===== config.mk =====
export PLATFORM = sky130hd
export DESIGN_NAME = conv_encoder_flat
export DESIGN_NICKNAME = d
export VERILOG_FILES = /design/src/rtl/viterbi_pkg.sv /design/src/rtl/conv_encoder_if.sv /design/src/rtl/bpsk_map.sv /design/src/rtl/conv_encoder.sv /design/src/flat_wrapper.sv
export SDC_FILE = /design/constraint.sdc
export NUM_CORES = 1
export LEC_CHECK = 0
export BUFFER_PORTS_ARGS = -buffer_cell sky130_fd_sc_hd__buf_2
export CAP_MARGIN = 30
export CELL_PAD_IN_SITES_DETAIL_PLACEMENT = 0
export CELL_PAD_IN_SITES_GLOBAL_PLACEMENT = 2
export CORE_MARGIN = 2
export CORE_UTILIZATION = 36
export CTS_CLUSTER_DIAMETER = 120
export DETAILED_ROUTE_END_ITERATION = 10
export PLACE_DENSITY = 0.9
export SYNTH_ARGS = -nofsm -noshare
export SYNTH_HDL_FRONTEND = slang
export SYNTH_HIERARCHICAL = 1
export SYNTH_SLANG_ARGS = --single-unit

===== constraint.sdc =====
create_clock -name clk -period 2.4 [get_ports clk]
set_input_delay 0.24 -clock clk [delete_from_list [all_inputs] [get_ports clk]]
set_output_delay 0.24 -clock clk [all_outputs]
set_load 0.05 [all_outputs]

===== src/rtl/viterbi_pkg.sv =====
// viterbi_pkg: code parameters, FSM states and soft-symbol type shared by encoder and decoder
package viterbi_pkg;
  localparam int K = 3;
  localparam logic [K-1:0] G0 = 3'b111;
  localparam logic [K-1:0] G1 = 3'b101;
  localparam int SYM_W = 8;
  typedef enum logic {DATA, TAIL} state_t;
  typedef logic signed [SYM_W-1:0] sym_t;
endpackage


===== src/rtl/conv_encoder_if.sv =====
// conv_encoder_if: input-bit and output-symbol-pair valid/ready handshakes of the encoder
interface conv_encoder_if #(parameter int W = 8);
  logic in_bit, in_last, in_valid, in_ready;
  logic signed [W-1:0] sym0, sym1;
  logic out_last, out_valid, out_ready;
  modport master (
    output in_bit, in_last, in_valid, out_ready,
    input  in_ready, sym0, sym1, out_last, out_valid
  );
  modport slave (
    input  in_bit, in_last, in_valid, out_ready,
    output in_ready, sym0, sym1, out_last, out_valid
  );
endinterface


===== src/rtl/bpsk_map.sv =====
// bpsk_map: antipodal mapping of a coded bit to a signed symbol, 0 -> +AMP, 1 -> -AMP
module bpsk_map #(parameter int W = 8, parameter int AMP = 2) (
  input  logic                b,
  output logic signed [W-1:0] s
);
  localparam logic signed [W-1:0] A = W'(AMP);
  assign s = b ? -A : A;
endmodule


===== src/rtl/conv_encoder.sv =====
// conv_encoder: rate-1/2 K=3 (7,5) encoder emitting +-AMP soft pairs; CONV_ENC_TAIL_EN adds zero-tail frame termination
module conv_encoder
  import viterbi_pkg::*;
#(parameter int W = 8, parameter int AMP = 2) (
  input logic clk,
  input logic reset,
  conv_encoder_if.slave bus
);
  logic [1:0] sr;
  logic slot, u, c0, c1, produce, last;
  logic signed [W-1:0] s0, s1;
  assign slot = !bus.out_valid || bus.out_ready;
`ifdef CONV_ENC_TAIL_EN
  state_t state;
  logic tcnt;
  assign bus.in_ready = !reset && state == DATA && slot;
  assign u = state == DATA && bus.in_bit;
  assign produce = state == TAIL ? slot : bus.in_valid && bus.in_ready;
  assign last = state == TAIL && tcnt;
`else
  assign bus.in_ready = !reset && slot;
  assign u = bus.in_bit;
  assign produce = bus.in_valid && bus.in_ready;
  assign last = bus.in_last;
`endif
  // tap vector ordered newest-first so the generator constants read as written
  assign c0 = ^({u, sr[0], sr[1]} & G0);
  assign c1 = ^({u, sr[0], sr[1]} & G1);
  bpsk_map #(.W(W), .AMP(AMP)) map0 (.b(c0), .s(s0));
  bpsk_map #(.W(W), .AMP(AMP)) map1 (.b(c1), .s(s1));
  always_ff @(posedge clk) begin
    if (reset) begin
      bus.out_valid <= 1'b0;
      bus.out_last <= 1'b0;
      bus.sym0 <= '0;
      bus.sym1 <= '0;
      sr <= '0;
`ifdef CONV_ENC_TAIL_EN
      state <= DATA;
      tcnt <= 1'b0;
`endif
    end else begin
      if (produce) begin
        bus.sym0 <= s0;
        bus.sym1 <= s1;
        bus.out_last <= last;
        bus.out_valid <= 1'b1;
      end else if (bus.out_ready) bus.out_valid <= 1'b0;
`ifdef CONV_ENC_TAIL_EN
      if (produce && state == DATA) begin
        sr <= {sr[0], u};
        if (bus.in_last) state <= TAIL;
      end else if (produce) begin
        sr <= tcnt ? 2'b00 : {sr[0], 1'b0};
        tcnt <= !tcnt;
        if (tcnt) state <= DATA;
      end
`else
      if (produce) sr <= bus.in_last ? 2'b00 : {sr[0], u};
`endif
    end
  end
endmodule

===== src/flat_wrapper.sv =====
// flat-port wrapper written by rule: the top's interface ports become plain ports
module conv_encoder_flat import viterbi_pkg::*;
#(parameter int W = 8, parameter int AMP = 2)
  (clk, reset, bus_in_bit, bus_in_last, bus_in_valid, bus_out_ready, bus_in_ready, bus_sym0, bus_sym1, bus_out_last, bus_out_valid);
  conv_encoder_if #(.W(W)) bus_i ();
  input logic clk;
  input logic reset;
  input wire logic [$bits(bus_i.in_bit)-1:0] bus_in_bit;
  input wire logic [$bits(bus_i.in_last)-1:0] bus_in_last;
  input wire logic [$bits(bus_i.in_valid)-1:0] bus_in_valid;
  input wire logic [$bits(bus_i.out_ready)-1:0] bus_out_ready;
  output wire logic [$bits(bus_i.in_ready)-1:0] bus_in_ready;
  output wire logic [$bits(bus_i.sym0)-1:0] bus_sym0;
  output wire logic [$bits(bus_i.sym1)-1:0] bus_sym1;
  output wire logic [$bits(bus_i.out_last)-1:0] bus_out_last;
  output wire logic [$bits(bus_i.out_valid)-1:0] bus_out_valid;
  assign bus_i.in_bit = bus_in_bit;
  assign bus_i.in_last = bus_in_last;
  assign bus_i.in_valid = bus_in_valid;
  assign bus_i.out_ready = bus_out_ready;
  assign bus_in_ready = bus_i.in_ready;
  assign bus_sym0 = bus_i.sym0;
  assign bus_sym1 = bus_i.sym1;
  assign bus_out_last = bus_i.out_last;
  assign bus_out_valid = bus_i.out_valid;
  conv_encoder #(.W(W), .AMP(AMP)) u_core (.clk(clk), .reset(reset), .bus(bus_i));
endmodule

* Yosys cells after proc, flatten, opt, wreduce, memory -nomap -nowiden
Index checks and enable logic that the tools add are counted.
** Word-level totals
- RAM bits :: 0
- Register bits after elaboration :: 20
- Word-level logic and storage cells :: 18
- Bits in read-only memories :: 0
- Output and inout port bits :: 19
- Memories kept :: 0
- Input bits :: 6
- Bits in latches :: 0
** Cells by class
- $lt $le $gt $ge :: 0
- Multiplexer cells :: 5
- Add/subtract/negate cells :: 0
- Reduce and logical (&&, ||, !) cells :: 8
- Bitwise operators :: 0
- $mul :: 0
- Div/mod/pow operators :: 0
- Eq/ne operators :: 0
- Shift operators :: 0
** Operators with widths (count)
- 2-to-1 mux 8 bit :: 2
- XOR reduction 3 bit :: 2
- logical AND 1 bit :: 2
- logical NOT 1 bit :: 2
- 2-to-1 mux 1 bit :: 2
- 2-to-1 mux 2 bit :: 1
- nonzero test 2 bit :: 1
- logical OR 1 bit :: 1

* Longest topological paths before layout
Gate-level depths: netlist of run 1.
- Word-level depth :: 5
- Mapped depth :: 5
- Depth with buffers taken out :: 3

* Modules after synthesis
Netlist of run 1, hierarchy kept.
** By module, submodules not included
- conv_encoder :: cells an instance 71, times used 1, area each 863.3 µm², sequential area each 400.4 µm²
- bpsk_map :: cells an instance 10, times used 2, area each 67.6 µm², sequential area each 0.0 µm²

* Least setup slack after synthesis of run 1
Ideal clock, no wire load.
- Path type :: register to register
- From :: register u_core.bus.out_valid
- To :: register u_core.bus.sym0[4]
- Arrival :: 1.586 ns
- Library setup time :: 0.121 ns
- Slack :: 0.693 ns
- Cell stages (with the launch flop) :: 6
- Path buffers :: 2
- Data required time :: 2.279 ns
- Period minus slack after synthesis :: 1.707 ns
- Cells stage by stage :: dfxtp_1 -> nor2b_4 -> or3b_1 -> buf_6 -> buf_12 -> mux2_4
** Between the ends
- Cells in the longest elaborated chain, start to end :: 4
** Ends and longest elaborated chain
- start, declared :: line conv_encoder_if.sv:12 : output in_ready, sym0, sym1, out_last, out_valid
- start signal, assigned :: line conv_encoder.sv:33 : bus.out_valid <= 1'b0;
- start signal, assigned :: line conv_encoder.sv:47 : bus.out_valid <= 1'b1;
- start signal, assigned :: line conv_encoder.sv:48 : end else if (bus.out_ready) bus.out_valid <= 1'b0;
- logical NOT 1 bit :: line conv_encoder.sv:12 : assign slot = !bus.out_valid || bus.out_ready;
- logical OR 1 bit :: line conv_encoder.sv:12
- logical AND 1 bit :: line conv_encoder.sv:21 : assign bus.in_ready = !reset && slot;
- logical AND 1 bit :: line conv_encoder.sv:23 : assign produce = bus.in_valid && bus.in_ready;
- end signal, assigned :: line conv_encoder.sv:35 : bus.sym0 <= '0;
- end signal, assigned :: line conv_encoder.sv:44 : bus.sym0 <= s0;
- end, declared :: line conv_encoder_if.sv:12
No other way between the ends.
A chain may end at the register's enable or synchronous reset.

* Final worst setup path of run 1
- From :: register u_core.sr[1]
- To :: register u_core.bus.sym0[5]
** Between the ends
- Cells in the longest elaborated chain, start to end :: 2
** Ends and longest elaborated chain
- start, declared :: line conv_encoder.sv:9 : logic [1:0] sr;
- start signal, assigned :: line conv_encoder.sv:59 : if (produce) sr <= bus.in_last ? 2'b00 : {sr[0], u};
- XOR reduction 3 bit :: line conv_encoder.sv:27 : assign c0 = ^({u, sr[0], sr[1]} & G0);
- net u_core.c0 :: line conv_encoder.sv:10 : logic slot, u, c0, c1, produce, last;
- 2-to-1 mux 8 bit :: line bpsk_map.sv:7 : assign s = b ? -A : A;
The timed path passes the listed nets, and every way through them passes these cells.

==> out/results.txt, run 1 <==
The run finished with clean final reports. Static timing analysis puts the maximum clock frequency at 664 MHz. The logs give 0 for the number of DRC violations after detailed routing and 3 for the number of buffers created by CTS. The cell at the root of the clock tree was sky130_fd_sc_hd__clkbuf_4. Compared with the post-synthesis result, the final layout area differs by 6.77%. The area of the placeable core was 2690 um2; the weighted congestion at the end of routability-driven global placement was 0.614. The power density of the placed cells came out at 793 nW/um2. The total routed wirelength is 1390 um, and the share of layout cells above drive strength 1 is 47.5%. Number of H-tree branching levels: 1.

Entering global routing, the biggest net connects 23 pins. Data on the critical path is required at its endpoint by 2.60 ns. After technology mapping, the gate count stands at 91. The run gives 0.89 ns as the slack of the worst reg-to-reg path.

The number of filler cells placed in the layout came out at 277. The run gives 556 as the total vias in the final route. The full die area is 3210 um2, and the number of antenna violations at the first check in global routing is 0. The first-pass GRT wire length came out at 2480 um.

The tools report the count of non-filler cells in the finished layout as 132. For the number of failing hold endpoints at the final stage, the log shows 0. The tools report the first-pass detailed-route iteration total as 2. For the max-slew headroom at the worst pin, the log shows 63.3%. The accumulated negative setup slack came out at 0 ns. The run gives 998 um2 as the post-synthesis cell area. The tools report the endpoint of the worst hold-timing path as u_core/bus.out_valid$_SDFFE_PP0P_.

The die is 56.7 um wide. Yosys mapped the design onto 15 distinct sky130hd cell types. The synthesized netlist devotes 0% of its cell area to adder and majority cells.

After detailed placement, the design holds a cell count of 128. The type of element capturing the critical path is a flip-flop. The floorplan has 19 rows. Counting flops and latches in the post-synthesis netlist gives 20.

For this run, the total global-route usage over all layers was measured as 9.96%. The arrival time reported for the critical path endpoint was 1.70 ns; the largest fanout of any net on the critical path was 7. The launching point of the worst reg2reg path is u_core/sr[1]$_SDFFE_PP0P_. Setup repair after global routing left no endpoint under its margin. Across the routed clock network, the largest skew measured is 0.00104 ns. The vias per cell is 4.21. The detailed router finished its first iteration with 3 violations.

The detail route stage leaves a number of antenna-violating nets equal to 0. Buffers placed on the I/O ports in this run total 24. The die is 56.7 um tall. The endpoint identified for the worst register-to-register timing path is u_core/bus.sym0[5]$_SDFFE_PP0P_.

For this design, the sink count on the clock tree is 20. For the pin with the worst max-slew slack, the measured transition is 0.549 ns. The leftover overflow at the end of global routing came out at 0. The repair_antennas step left the layout with diodes totalling 0. TritonCTS built the clock tree. The period utilization is 62.8%. The number of max-cap violations came out at 0.

The run gives 0.346 mV as the worst vdd rail ir drop. The average instance in the mapped netlist occupies 11.0 um2. The number of nets in the synthesized netlist is 97. After synthesis, the largest family of logic cells by area is multiplexers.

For this configuration, the core starts out at a cell density of 37.2%. The tools report the final count of negative-setup-slack endpoints as 0. The routed length per placed instance is 10.5 um, and the fraction of the yosys area taken by sequential cells is 40.1%. The clock-pin transition on the worst setup and hold timing paths works out to 0.11 ns. The number of placed I/O pins came out at 25.

The clock passes through at most 2 buffers. In the synthesized netlist, mux cells make up 24.2% of the area. The run gives 0 as the number of pins with negative max-slew slack in the final report. The type of the worst min-delay path is in2reg. By startpoint and endpoint, the worst setup path is classified as reg2reg. The clock period minus worst slack is 1.51 ns, and the number of cells traversed by the worst register-to-register path is 3. Kind of start point of the critical path: a flip-flop. The logs give 0 for the post-CTS setup repair buffer count and 108 for the number of nets in the final layout. After legalization and detailed placement, the total HPWL measured 1030 um. Summed over all cells, the static leakage comes to 0.536 nW.

After Yosys synthesis, XOR and XNOR cells account for 1.75% of the synthesized area. Along the worst hold path, the cell count comes to 3. The number of global-route vias before repair is 561.

After Yosys synthesis, and, or, nand and nor cells account for 16.5% of the synthesized area. In this run the most critical hold path is launched from bus_in_valid. For this design, the CTS-stage hold fixing added 0 buffers. The tools report the post-cts repair resize count as 0.

The synthesized-area fraction occupied by ao, oa, aoi and oai cells came out at 0%. The Yosys warning count was 6. The clock reaches the later pin of the worst-skew pair after 0.29 ns.
-- area by class of cell --
cell class	instances	area (um2)	area share, %
multi-input combinational	51	439	41.2
sequential	20	400	37.6
timing repair buffer	26	135	12.7
tap	31	38.8	3.64
clock inverter	1	30.0	2.82
clock buffer	3	22.5	2.11
-- logic make-up (layout without fill, tap and decap cells) --
logic type / after synthesis / count (layout)
AND/OR/NAND/NOR: 26 / 26
multiplexers: 19 / 19
other: 4 / 4
XOR/XNOR: 2 / 2
flip-flops: 20 / 20
buffers and inverters: 20 / 30
-- state kept, by name (all words and copies together) (netlist names) --
signal / cells
u_core/sr: 2
u_core/bus.out_valid: 1
u_core/bus.sym1: 8
u_core/bus.out_last: 1
u_core/bus.sym0: 8
-- worst max path at each step --
stage	from	end	depth (start not counted)
finish	u_core/sr[1]$_SDFFE_PP0P_	u_core/bus.sym0[5]$_SDFFE_PP0P_	3
global route	u_core/sr[1]$_SDFFE_PP0P_	u_core/bus.sym0[2]$_SDFFE_PP0P_	3
CTS	u_core/sr[1]$_SDFFE_PP0P_	u_core/bus.sym0[6]$_SDFFE_PP0P_	3
detailed placement	bus_in_bit	u_core/bus.sym0[3]$_SDFFE_PP0P_	4
global placement	reset	u_core/bus.sym1[3]$_SDFFE_PP0P_	4
floorplan	u_core/bus.out_valid$_SDFFE_PP0P_	u_core/bus.sym0[4]$_SDFFE_PP0P_	5
-- power breakdown --
group | total [mW] | internal (mW) | switching [mW]
clock | 0.271 | 0.169 | 0.103
combinational | 0.203 | 0.0675 | 0.136
sequential | 0.371 | 0.359 | 0.0119
total | 0.846 | 0.595 | 0.250
-- synthesized netlist by cell type --
cell	count	area [um2]
sky130_fd_sc_hd__nor2b_1	17	106
sky130_fd_sc_hd__mux2_4	8	120
sky130_fd_sc_hd__buf_4	16	120
sky130_fd_sc_hd__nor2_1	3	11.3
sky130_fd_sc_hd__conb_1	4	15.0
sky130_fd_sc_hd__mux2i_1	2	20.0
sky130_fd_sc_hd__nand2b_1	4	25.0
sky130_fd_sc_hd__dfxtp_1	20	400
sky130_fd_sc_hd__buf_12	1	20.0
sky130_fd_sc_hd__nor2b_4	1	13.8
sky130_fd_sc_hd__xor2_1	2	17.5
sky130_fd_sc_hd__or3b_1	1	8.76
sky130_fd_sc_hd__clkbuf_1	2	7.51
sky130_fd_sc_hd__buf_6	1	11.3
sky130_fd_sc_hd__mux2_2	9	101
-- cell usage in the layout (no fill, tap or decap) --
master	instances
sky130_fd_sc_hd__mux2_4	8
sky130_fd_sc_hd__conb_1	4
sky130_fd_sc_hd__mux2i_1	2
sky130_fd_sc_hd__nor2b_4	1
sky130_fd_sc_hd__mux2_2	9
sky130_fd_sc_hd__nand2b_1	4
sky130_fd_sc_hd__clkbuf_4	3
sky130_fd_sc_hd__or3b_1	1
sky130_fd_sc_hd__xor2_1	2
sky130_fd_sc_hd__nor2b_1	17
sky130_fd_sc_hd__nor2_1	3
sky130_fd_sc_hd__bufinv_16	1
sky130_fd_sc_hd__buf_4	2
sky130_fd_sc_hd__dfxtp_1	20
sky130_fd_sc_hd__buf_2	24
-- worst max-delay path, cell delays in order (launching register included) --
cell and delay (ns):
sky130_fd_sc_hd__dfxtp_1 0.36, sky130_fd_sc_hd__xor2_1 0.47, sky130_fd_sc_hd__xor2_1 0.26, sky130_fd_sc_hd__mux2_4 0.32
-- layer usage --
layer | GRT usage [%] | routed length [um]
met1 | 12.0 | 575
met2 | 16.4 | 732
met3 | 3.00 | 65
met4 | 4.08 | 19
met5 | 0 | 0
-- stage by stage --
step | utilization, % | instance area, um2 | power, mW | setup slack [ns] | hold slack (ns)
after detailed placement | 37.7 | 1010 | 0.584 | 0.827 | 0.487
after global placement | 37.7 | 1010 | 0.582 | 0.890 | 0.482
after CTS | 39.7 | 1070 | 0.858 | 0.859 | 0.171
after global routing | 39.7 | 1070 | 0.883 | 0.671 | 0.175
final | 39.7 | 1070 | 0.846 | 0.894 | 0.174
after floorplan | - | 998 | 0.575 | 0.693 | 0.361
No activity file was read; power rests on OpenSTA's default activity.
==> inputs of run 2 (changes only) <==
--- a/config.mk
+++ b/config.mk
@@ -10,10 +10,10 @@
 export CELL_PAD_IN_SITES_DETAIL_PLACEMENT = 0
 export CELL_PAD_IN_SITES_GLOBAL_PLACEMENT = 2
 export CORE_MARGIN = 2
-export CORE_UTILIZATION = 36
+export CORE_UTILIZATION = 30
 export CTS_CLUSTER_DIAMETER = 120
 export DETAILED_ROUTE_END_ITERATION = 10
-export PLACE_DENSITY = 0.9
+export PLACE_DENSITY = 0.8
 export SYNTH_ARGS = -nofsm -noshare
 export SYNTH_HDL_FRONTEND = slang
 export SYNTH_HIERARCHICAL = 1
==> constraint.sdc (replaced) <==
create_clock -name clk -period 1.35 [get_ports clk]
set_input_delay 0.135 -clock clk [delete_from_list [all_inputs] [get_ports clk]]
set_output_delay 0.135 -clock clk [all_outputs]
set_load 0.05 [all_outputs]
==> out/results.txt, run 2 (synthesized netlist as in run 1, its figures left out) <==
The site row count was 20 (was 19); the worst hold margin was 0.0510 ns (was 0.174 ns). Arrival time reported for the critical path endpoint: 1.63 ns (was 1.70 ns). The run gives 1080 um2 (was 1010 um2) as the area after detailed placement.

The full die area came out at 3810 um2 (was 3210 um2). For the top achievable clock speed, the log shows 694 MHz (was 664 MHz). The kind of start point of the critical path is a flip-flop (unchanged). For the number of pins with negative max-slew slack in the final report, the log shows 0 (unchanged). The hold path startpoint is bus_in_valid (unchanged). The count of antenna-violating nets left after detailed routing came out at 0 (unchanged). The most common cell after layout, fill and taps aside was sky130_fd_sc_hd__buf_2 (unchanged). The logs give 439 uW (was 250 uW) for the net load switching power and 22 (was 23) for the maximum number of pins on one net before global-route repair. The endpoint of the worst hold-timing path is u_core/bus.out_valid$_SDFFE_PP0P_ (unchanged). Largest registers: u_core/bus.sym0 x8, u_core/bus.sym1 x8, u_core/sr x2 (unchanged).

The logs give 29.5% (was 24.0%) for the part of the total power dissipated in combinational logic and 0 (unchanged) for the number of antenna violations at the first check in global routing. The sequential power share is 49.3% (was 43.9%), and the number of cells traversed by the worst register-to-register path is 4 (was 3). The vias per cell is 3.87 (was 4.21). Count of buffers from port buffering: 24 (unchanged). The number of placed instances with taps included is 145 (was 128), and the half-perimeter wire length after placement is 1090 um (was 1030 um). The largest fanout of any net on the critical path came out at 5 (was 7). The logs give 1600 um (was 1390 um) for the total routed wirelength and 9.27% (was 9.96%) for the total global routing track utilization. The number of max-cap violations was 0 (unchanged); the die boundary width was 61.7 um (was 56.7 um). The end of the worst register-to-register path is u_core/bus.sym1[2]$_SDFFE_PP0P_ (was u_core/bus.sym0[5]$_SDFFE_PP0P_). The final reports fail on negative setup slack.

Most frequent cells in the layout: sky130_fd_sc_hd__buf_2 (23), sky130_fd_sc_hd__dfxtp_1 (19), sky130_fd_sc_hd__nor2b_1 (17), sky130_fd_sc_hd__mux2_2 (9), sky130_fd_sc_hd__mux2_4 (8) (was sky130_fd_sc_hd__buf_2 (24), sky130_fd_sc_hd__dfxtp_1 (20), sky130_fd_sc_hd__nor2b_1 (17), sky130_fd_sc_hd__mux2_2 (9), sky130_fd_sc_hd__mux2_4 (8)). The part of the total power dissipated in the clock network came out at 21.2% (was 32.1%). The data required time of the worst path is 1.54 ns (was 2.60 ns). Number of buffers created by CTS: 3 (unchanged). The run gives 0 (unchanged) as the count of inserted antenna diode cells. The number of global-route vias before repair is 581 (was 561). The final count of negative-setup-slack endpoints was 15 (was 0).

The first-pass GRT wire length is 2480 um (about the same). The logs give 0.713 (was 0.614) for the weighted congestion at the end of routability-driven global placement and 0.479 mV (was 0.346 mV) for the worst vdd rail ir drop. The run finished, with violations left. Setup repair after global routing could not meet its margin everywhere.

The tools report the number of failing hold endpoints at the final stage as 0 (unchanged). The routed length per placed instance was 10.7 um (was 10.5 um). The clock period minus worst slack is 1.44 ns (was 1.51 ns), and the static leakage power is 0.558 nW (was 0.536 nW).

TritonCTS built the clock tree. The vertical die dimension was 61.7 um (was 56.7 um). The period utilization is 107% (was 62.8%). The number of DRC violations after detailed routing is 0 (unchanged), and the area of all placed cells without fillers is 1130 um2 (was 1070 um2).

The initial core utilization was 32.2% (was 37.2%); the clock-pin transition on the worst setup and hold timing paths was 0.11 ns (about the same). DRC marker count from the first detailed-route iteration: 11 (was 3). Number of sinks driven by the clock tree: 20 (unchanged). The share of layout cells above drive strength 1 was 52.8% (was 47.5%).

The total vias in the final route was 580 (was 556). The logs give 150 (was 132) for the count of non-filler cells in the finished layout and 895 uW (was 595 uW) for the internal cell power. Area of the placeable core: 3100 um2 (was 2690 um2). The type of the worst min-delay path is in2reg (unchanged). The final setup slack of the worst path is -0.0911 ns (was 0.894 ns).

The number of nets in the final layout was 113 (was 108); the final setup skew was 0.0114 ns (was 0.00104 ns). The critical path class is reg2reg (unchanged). The run gives -0.967 ns (was 0 ns) as the accumulated negative setup slack.

The tools report the type of element capturing the critical path as a flip-flop (unchanged). The cell at the root of the clock tree is sky130_fd_sc_hd__clkbuf_4 (unchanged). The slack of the worst reg-to-reg path was -0.09 ns (was 0.89 ns). The tools report the leftover overflow at the end of global routing as 0 (unchanged). The tools report the launching point of the worst reg2reg path as u_core/bus.out_valid$_SDFFE_PP0P_ (was u_core/sr[1]$_SDFFE_PP0P_).

The worst hold path depth was 3 (unchanged). The number of placed I/O pins is 25 (unchanged), and the clock latency at the later pin of the worst-skew pair is 0.29 ns (about the same). The clock tree buffer depth is 2 (unchanged), and the power density of the placed cells is 1180 nW/um2 (was 793 nW/um2). The post-synthesis to final-layout area growth is 13.4% (was 6.77%), and the first-pass detailed-route iteration total is 2 (unchanged). Number of H-tree branching levels: 1 (unchanged).

The net switching share of the total power is 32.9% (was 29.6%).
==> run 2: changes by cell type in the layout (fill, tap and decap cells not counted), sizes merged <==
cell and change:
clkbuf +1, buf +5, bufinv -1
==> run 2: layout make-up <==
cell class | count | area [um2]
timing repair buffer | 31 | 195
sequential | 20 | 404
tap | 44 | 55.1
fill | 328 | 1970
multi-input combinational | 51 | 452
clock buffer | 4 | 26.3
==> run 2: power groups by stage <==
| stage | combinational (mW) | sequential, mW | clock, mW |
|---|---|---|---|
| global route | 0.416 | 0.664 | 0.330 |
| floorplan | 0.187 | 0.835 | 0 |
| finish | 0.394 | 0.657 | 0.283 |
| detailed placement | 0.386 | 0.671 | 0 |
| global placement | 0.381 | 0.671 | 0 |
| CTS | 0.392 | 0.658 | 0.309 |
==> run 2: worst max path at each step <==
stage | cells after the start | endpoint | from
6_report | 4 | u_core/bus.sym1[2]$_SDFFE_PP0P_ | u_core/bus.out_valid$_SDFFE_PP0P_
5_1_grt | 4 | u_core/bus.sym1[2]$_SDFFE_PP0P_ | u_core/bus.out_valid$_SDFFE_PP0P_
4_1_cts | 4 | u_core/bus.sym1[2]$_SDFFE_PP0P_ | u_core/bus.out_valid$_SDFFE_PP0P_
3_5_place_dp | 4 | u_core/bus.sym1[2]$_SDFFE_PP0P_ | u_core/bus.out_valid$_SDFFE_PP0P_
3_3_place_gp | 4 | u_core/bus.sym1[4]$_SDFFE_PP0P_ | u_core/bus.out_valid$_SDFFE_PP0P_
2_1_floorplan | 5 | u_core/bus.sym0[4]$_SDFFE_PP0P_ | u_core/bus.out_valid$_SDFFE_PP0P_
==> run 2: repair_timing <==
action / in CTS / in global routing
pin swaps: 0 / 0
hold buffers: 0 / 0
buffers inserted: 0 / 1
gates resized for setup: 2 / 3
setup endpoints to repair: 16 / 16
==> run 2: metal layers <==
| layer | up-vias | track usage (%) | wire [um] |
|---|---|---|---|
| li1 | 297 | - | - |
| met1 | 268 | 10.6 | 751 |
| met2 | 13 | 15.9 | 752 |
| met3 | 2 | 1.24 | 66 |
| met4 | 0 | 6.38 | 27 |
| met5 | - | 0 | 0 |
==> run 2: worst max-delay path, stage by stage (launching register included) <==
cell                      delay (ns)
sky130_fd_sc_hd__dfxtp_4        0.36
sky130_fd_sc_hd__nor2b_4        0.12
sky130_fd_sc_hd__or3b_4         0.39
sky130_fd_sc_hd__buf_4          0.18
sky130_fd_sc_hd__mux2_4         0.30
==> run 2: stage by stage <==
| step | worst slack (ns) | util (%) | power (mW) |
|---|---|---|---|
| floorplan | -0.221 | - | 1.02 |
| global placement | -0.0860 | 34.9 | 1.05 |
| detailed placement | -0.110 | 34.9 | 1.06 |
| CTS | -0.0967 | 35.9 | 1.36 |
| global route | -0.132 | 36.5 | 1.41 |
| finish | -0.0911 | 36.5 | 1.33 |
==> inputs of run 3 (changes only) <==
--- a/config.mk
+++ b/config.mk
@@ -7,7 +7,7 @@
 export LEC_CHECK = 0
 export BUFFER_PORTS_ARGS = -buffer_cell sky130_fd_sc_hd__buf_2
 export CAP_MARGIN = 30
-export CELL_PAD_IN_SITES_DETAIL_PLACEMENT = 0
+export CELL_PAD_IN_SITES_DETAIL_PLACEMENT = 1
 export CELL_PAD_IN_SITES_GLOBAL_PLACEMENT = 2
 export CORE_MARGIN = 2
 export CORE_UTILIZATION = 30
==> constraint.sdc (replaced) <==
create_clock -name clk -period 1.3 [get_ports clk]
set_input_delay 0.13 -clock clk [delete_from_list [all_inputs] [get_ports clk]]
set_output_delay 0.13 -clock clk [all_outputs]
set_load 0.05 [all_outputs]
==> out/results.txt, run 3 (synthesized netlist as in run 1, its figures left out) <==
The flow ran to the end, but the final reports show violations. Failing checks: negative setup slack (unchanged). The tools report the met3 routed wirelength as 81 um (was 66 um). The type of element capturing the critical path is a flip-flop (unchanged). Detailed-route wire length on metal 1: 765 um (was 751 um). Static leakage power: 0.573 nW (was 0.558 nW). The number of buffers created by CTS is 3 (unchanged), and the DRC marker count from the first detailed-route iteration is 3 (was 11). The vias per cell came out at 3.95 (was 3.87).

Largest registers: u_core/bus.sym0 x8, u_core/bus.sym1 x8, u_core/sr x2 (unchanged). Weighted congestion at the end of routability-driven global placement: 0.713 (unchanged). The run gives 2 (unchanged) as the first-pass detailed-route iteration total.

The number of global-route vias before repair was 599 (was 581). For the placement-stage worst setup slack, the log shows -0.157 ns (was -0.110 ns). The tools report the number of placed I/O pins as 25 (unchanged).

The logs give 1 (unchanged) for the number of H-tree branching levels and 0.00246 ns (was 0.0114 ns) for the final setup skew. The cell at the root of the clock tree is sky130_fd_sc_hd__clkbuf_4 (unchanged). The arrival time reported for the critical path endpoint is 1.62 ns (was 1.63 ns), and the number of filler cells placed in the layout is 369 (was 328).

The vertical die dimension was 61.7 um (unchanged); the post-synthesis to final-layout area growth was 16.4% (was 13.4%). The initial core utilization was 32.2% (unchanged); the half-perimeter wire length after placement was 1210 um (was 1090 um). The count of antenna-violating nets left after detailed routing was 0 (unchanged).

The first-pass GRT wire length is 2690 um (was 2480 um), and the count of inserted antenna diode cells is 0 (unchanged). The clock-pin transition on the worst setup and hold timing paths came out at 0.11 ns (about the same). The most common cell after layout, fill and taps aside is sky130_fd_sc_hd__buf_2 (unchanged).

The area of all placed cells without fillers is 1160 um2 (was 1130 um2), and the count of buffers from port buffering is 24 (unchanged). The logs give 2 (unchanged) for the clock tree buffer depth and 1080 um2 (unchanged) for the area after detailed placement. The total routed wirelength came out at 1700 um (was 1600 um). The total vias in the final route was 597 (was 580). The number of failing hold endpoints at the final stage is 0 (unchanged), and the worst hold margin is 0.0591 ns (was 0.0510 ns). The die boundary width is 61.7 um (unchanged). TritonCTS built the clock tree. The tools report the full die area as 3810 um2 (unchanged). The number of max-cap violations is 0 (unchanged), and the number of nets in the final layout is 114 (was 113).

The type of the worst min-delay path is in2reg (unchanged). The logs give 699 MHz (was 694 MHz) for the top achievable clock speed and 1.45 mW (was 1.33 mW) for the overall power. Most frequent cells in the layout: sky130_fd_sc_hd__buf_2 (23), sky130_fd_sc_hd__dfxtp_1 (19), sky130_fd_sc_hd__nor2b_1 (17), sky130_fd_sc_hd__mux2_2 (9), sky130_fd_sc_hd__mux2_4 (8) (unchanged).

The maximum number of pins on one net before global-route repair is 22 (unchanged), and the slack of the worst reg-to-reg path is -0.13 ns (was -0.09 ns). The period utilization is 110% (was 107%). The leftover overflow at the end of global routing was 0 (unchanged). The logs give 0.334 mV (was 0.479 mV) for the worst vdd rail ir drop and 9.60% (was 9.27%) for the total global routing track utilization. The share of layout cells above drive strength 1 was 54.2% (was 52.8%). The data required time of the worst path is 1.49 ns (was 1.54 ns). The power density of the placed cells was 1250 nW/um2 (was 1180 nW/um2); the number of antenna violations at the first check in global routing was 0 (unchanged).

The number of sinks driven by the clock tree came out at 20 (unchanged). The final setup slack of the worst path was -0.130 ns (was -0.0911 ns). The largest fanout of any net on the critical path was 14 (was 5).

The tools report the kind of start point of the critical path as a flip-flop (unchanged). The met2 wire length was 827 um (was 752 um); the area of the placeable core was 3100 um2 (unchanged). Clock period minus worst slack: 1.43 ns (was 1.44 ns).

The top routing layer in use is met4 (unchanged). The routed length per placed instance works out to 11.3 um (was 10.7 um). The tools report the clock latency at the later pin of the worst-skew pair as 0.29 ns (about the same). Number of pins with negative max-slew slack in the final report: 0 (unchanged). The run gives 20 (unchanged) as the site row count. Setup repair after global routing could not meet its margin everywhere.

The final count of negative-setup-slack endpoints was 17 (was 15). The critical path class is reg2reg (unchanged). The number of DRC violations after detailed routing came out at 0 (unchanged).
-- run 3: cell types whose count changed in the layout (fill, tap and decap cells not counted) --
cell	delta
sky130_fd_sc_hd__buf_8	+1
sky130_fd_sc_hd__clkbuf_1	-1
sky130_fd_sc_hd__clkbuf_8	+1
sky130_fd_sc_hd__nor2_2	-1
sky130_fd_sc_hd__nor2_4	+1
-- run 3: routing by layer --
metal  vias to the layer above  GRT usage (%)
li1                        298              -
met1                       284           11.7
met2                        13           16.7
met3                         2           1.24
met4                         0           4.56
met5                         -              0
-- run 3: where the power goes --
part	internal (mW)	switching, mW	total [mW]
clock network	0.170	0.181	0.352
logic	0.153	0.264	0.417
registers	0.663	0.0220	0.685
total	0.986	0.467	1.45
-- run 3: worst paths after layout --
check,startpoint,endpoint,depth (start not counted)
max,u_core/bus.out_valid$_SDFFE_PP0P_,u_core/bus.sym0[6]$_SDFFE_PP0P_,4
min,bus_in_valid,u_core/bus.out_valid$_SDFFE_PP0P_,3
max reg2reg,u_core/bus.out_valid$_SDFFE_PP0P_,u_core/bus.sym0[6]$_SDFFE_PP0P_,4
min reg2reg,u_core/sr[0]$_SDFFE_PP0P_,u_core/sr[0]$_SDFFE_PP0P_,2
-- run 3: area by class of cell --
cell class,instances,area (um2),area share (%)
multi-input cells,51,457,39.3
flip-flops and latches,20,404,34.8
well taps,44,55.1,4.74
clock buffers,4,36.3,3.12
repair buffers,32,210,18.1
-- run 3: worst max-delay path, cell delays in order (launching register included) --
cell	delay (ns)
sky130_fd_sc_hd__dfxtp_4	0.35
sky130_fd_sc_hd__nor2b_4	0.12
sky130_fd_sc_hd__or3b_4	0.39
sky130_fd_sc_hd__buf_12	0.17
sky130_fd_sc_hd__mux2_4	0.29
-- run 3: what timing repair did --
item / 4_1_cts / 5_1_grt
endpoints found under the hold margin: 0 / 0
pin swaps: 0 / 1
buffers inserted: 1 / 2
hold buffers: 0 / 0
cloned: 0 / 0
endpoints found under the setup margin: 18 / 19
resized for setup: 7 / 1
-- run 3: per-stage QoR --
stage               instances  utilization [%]  TNS, ns
finish                    151             37.5    -1.72
global route              151             37.5    -2.49
CTS                       150             37.1    -1.80
detailed placement        145             34.9    -1.93
global placement          145             34.9    -1.71
floorplan                  91                -    -3.01
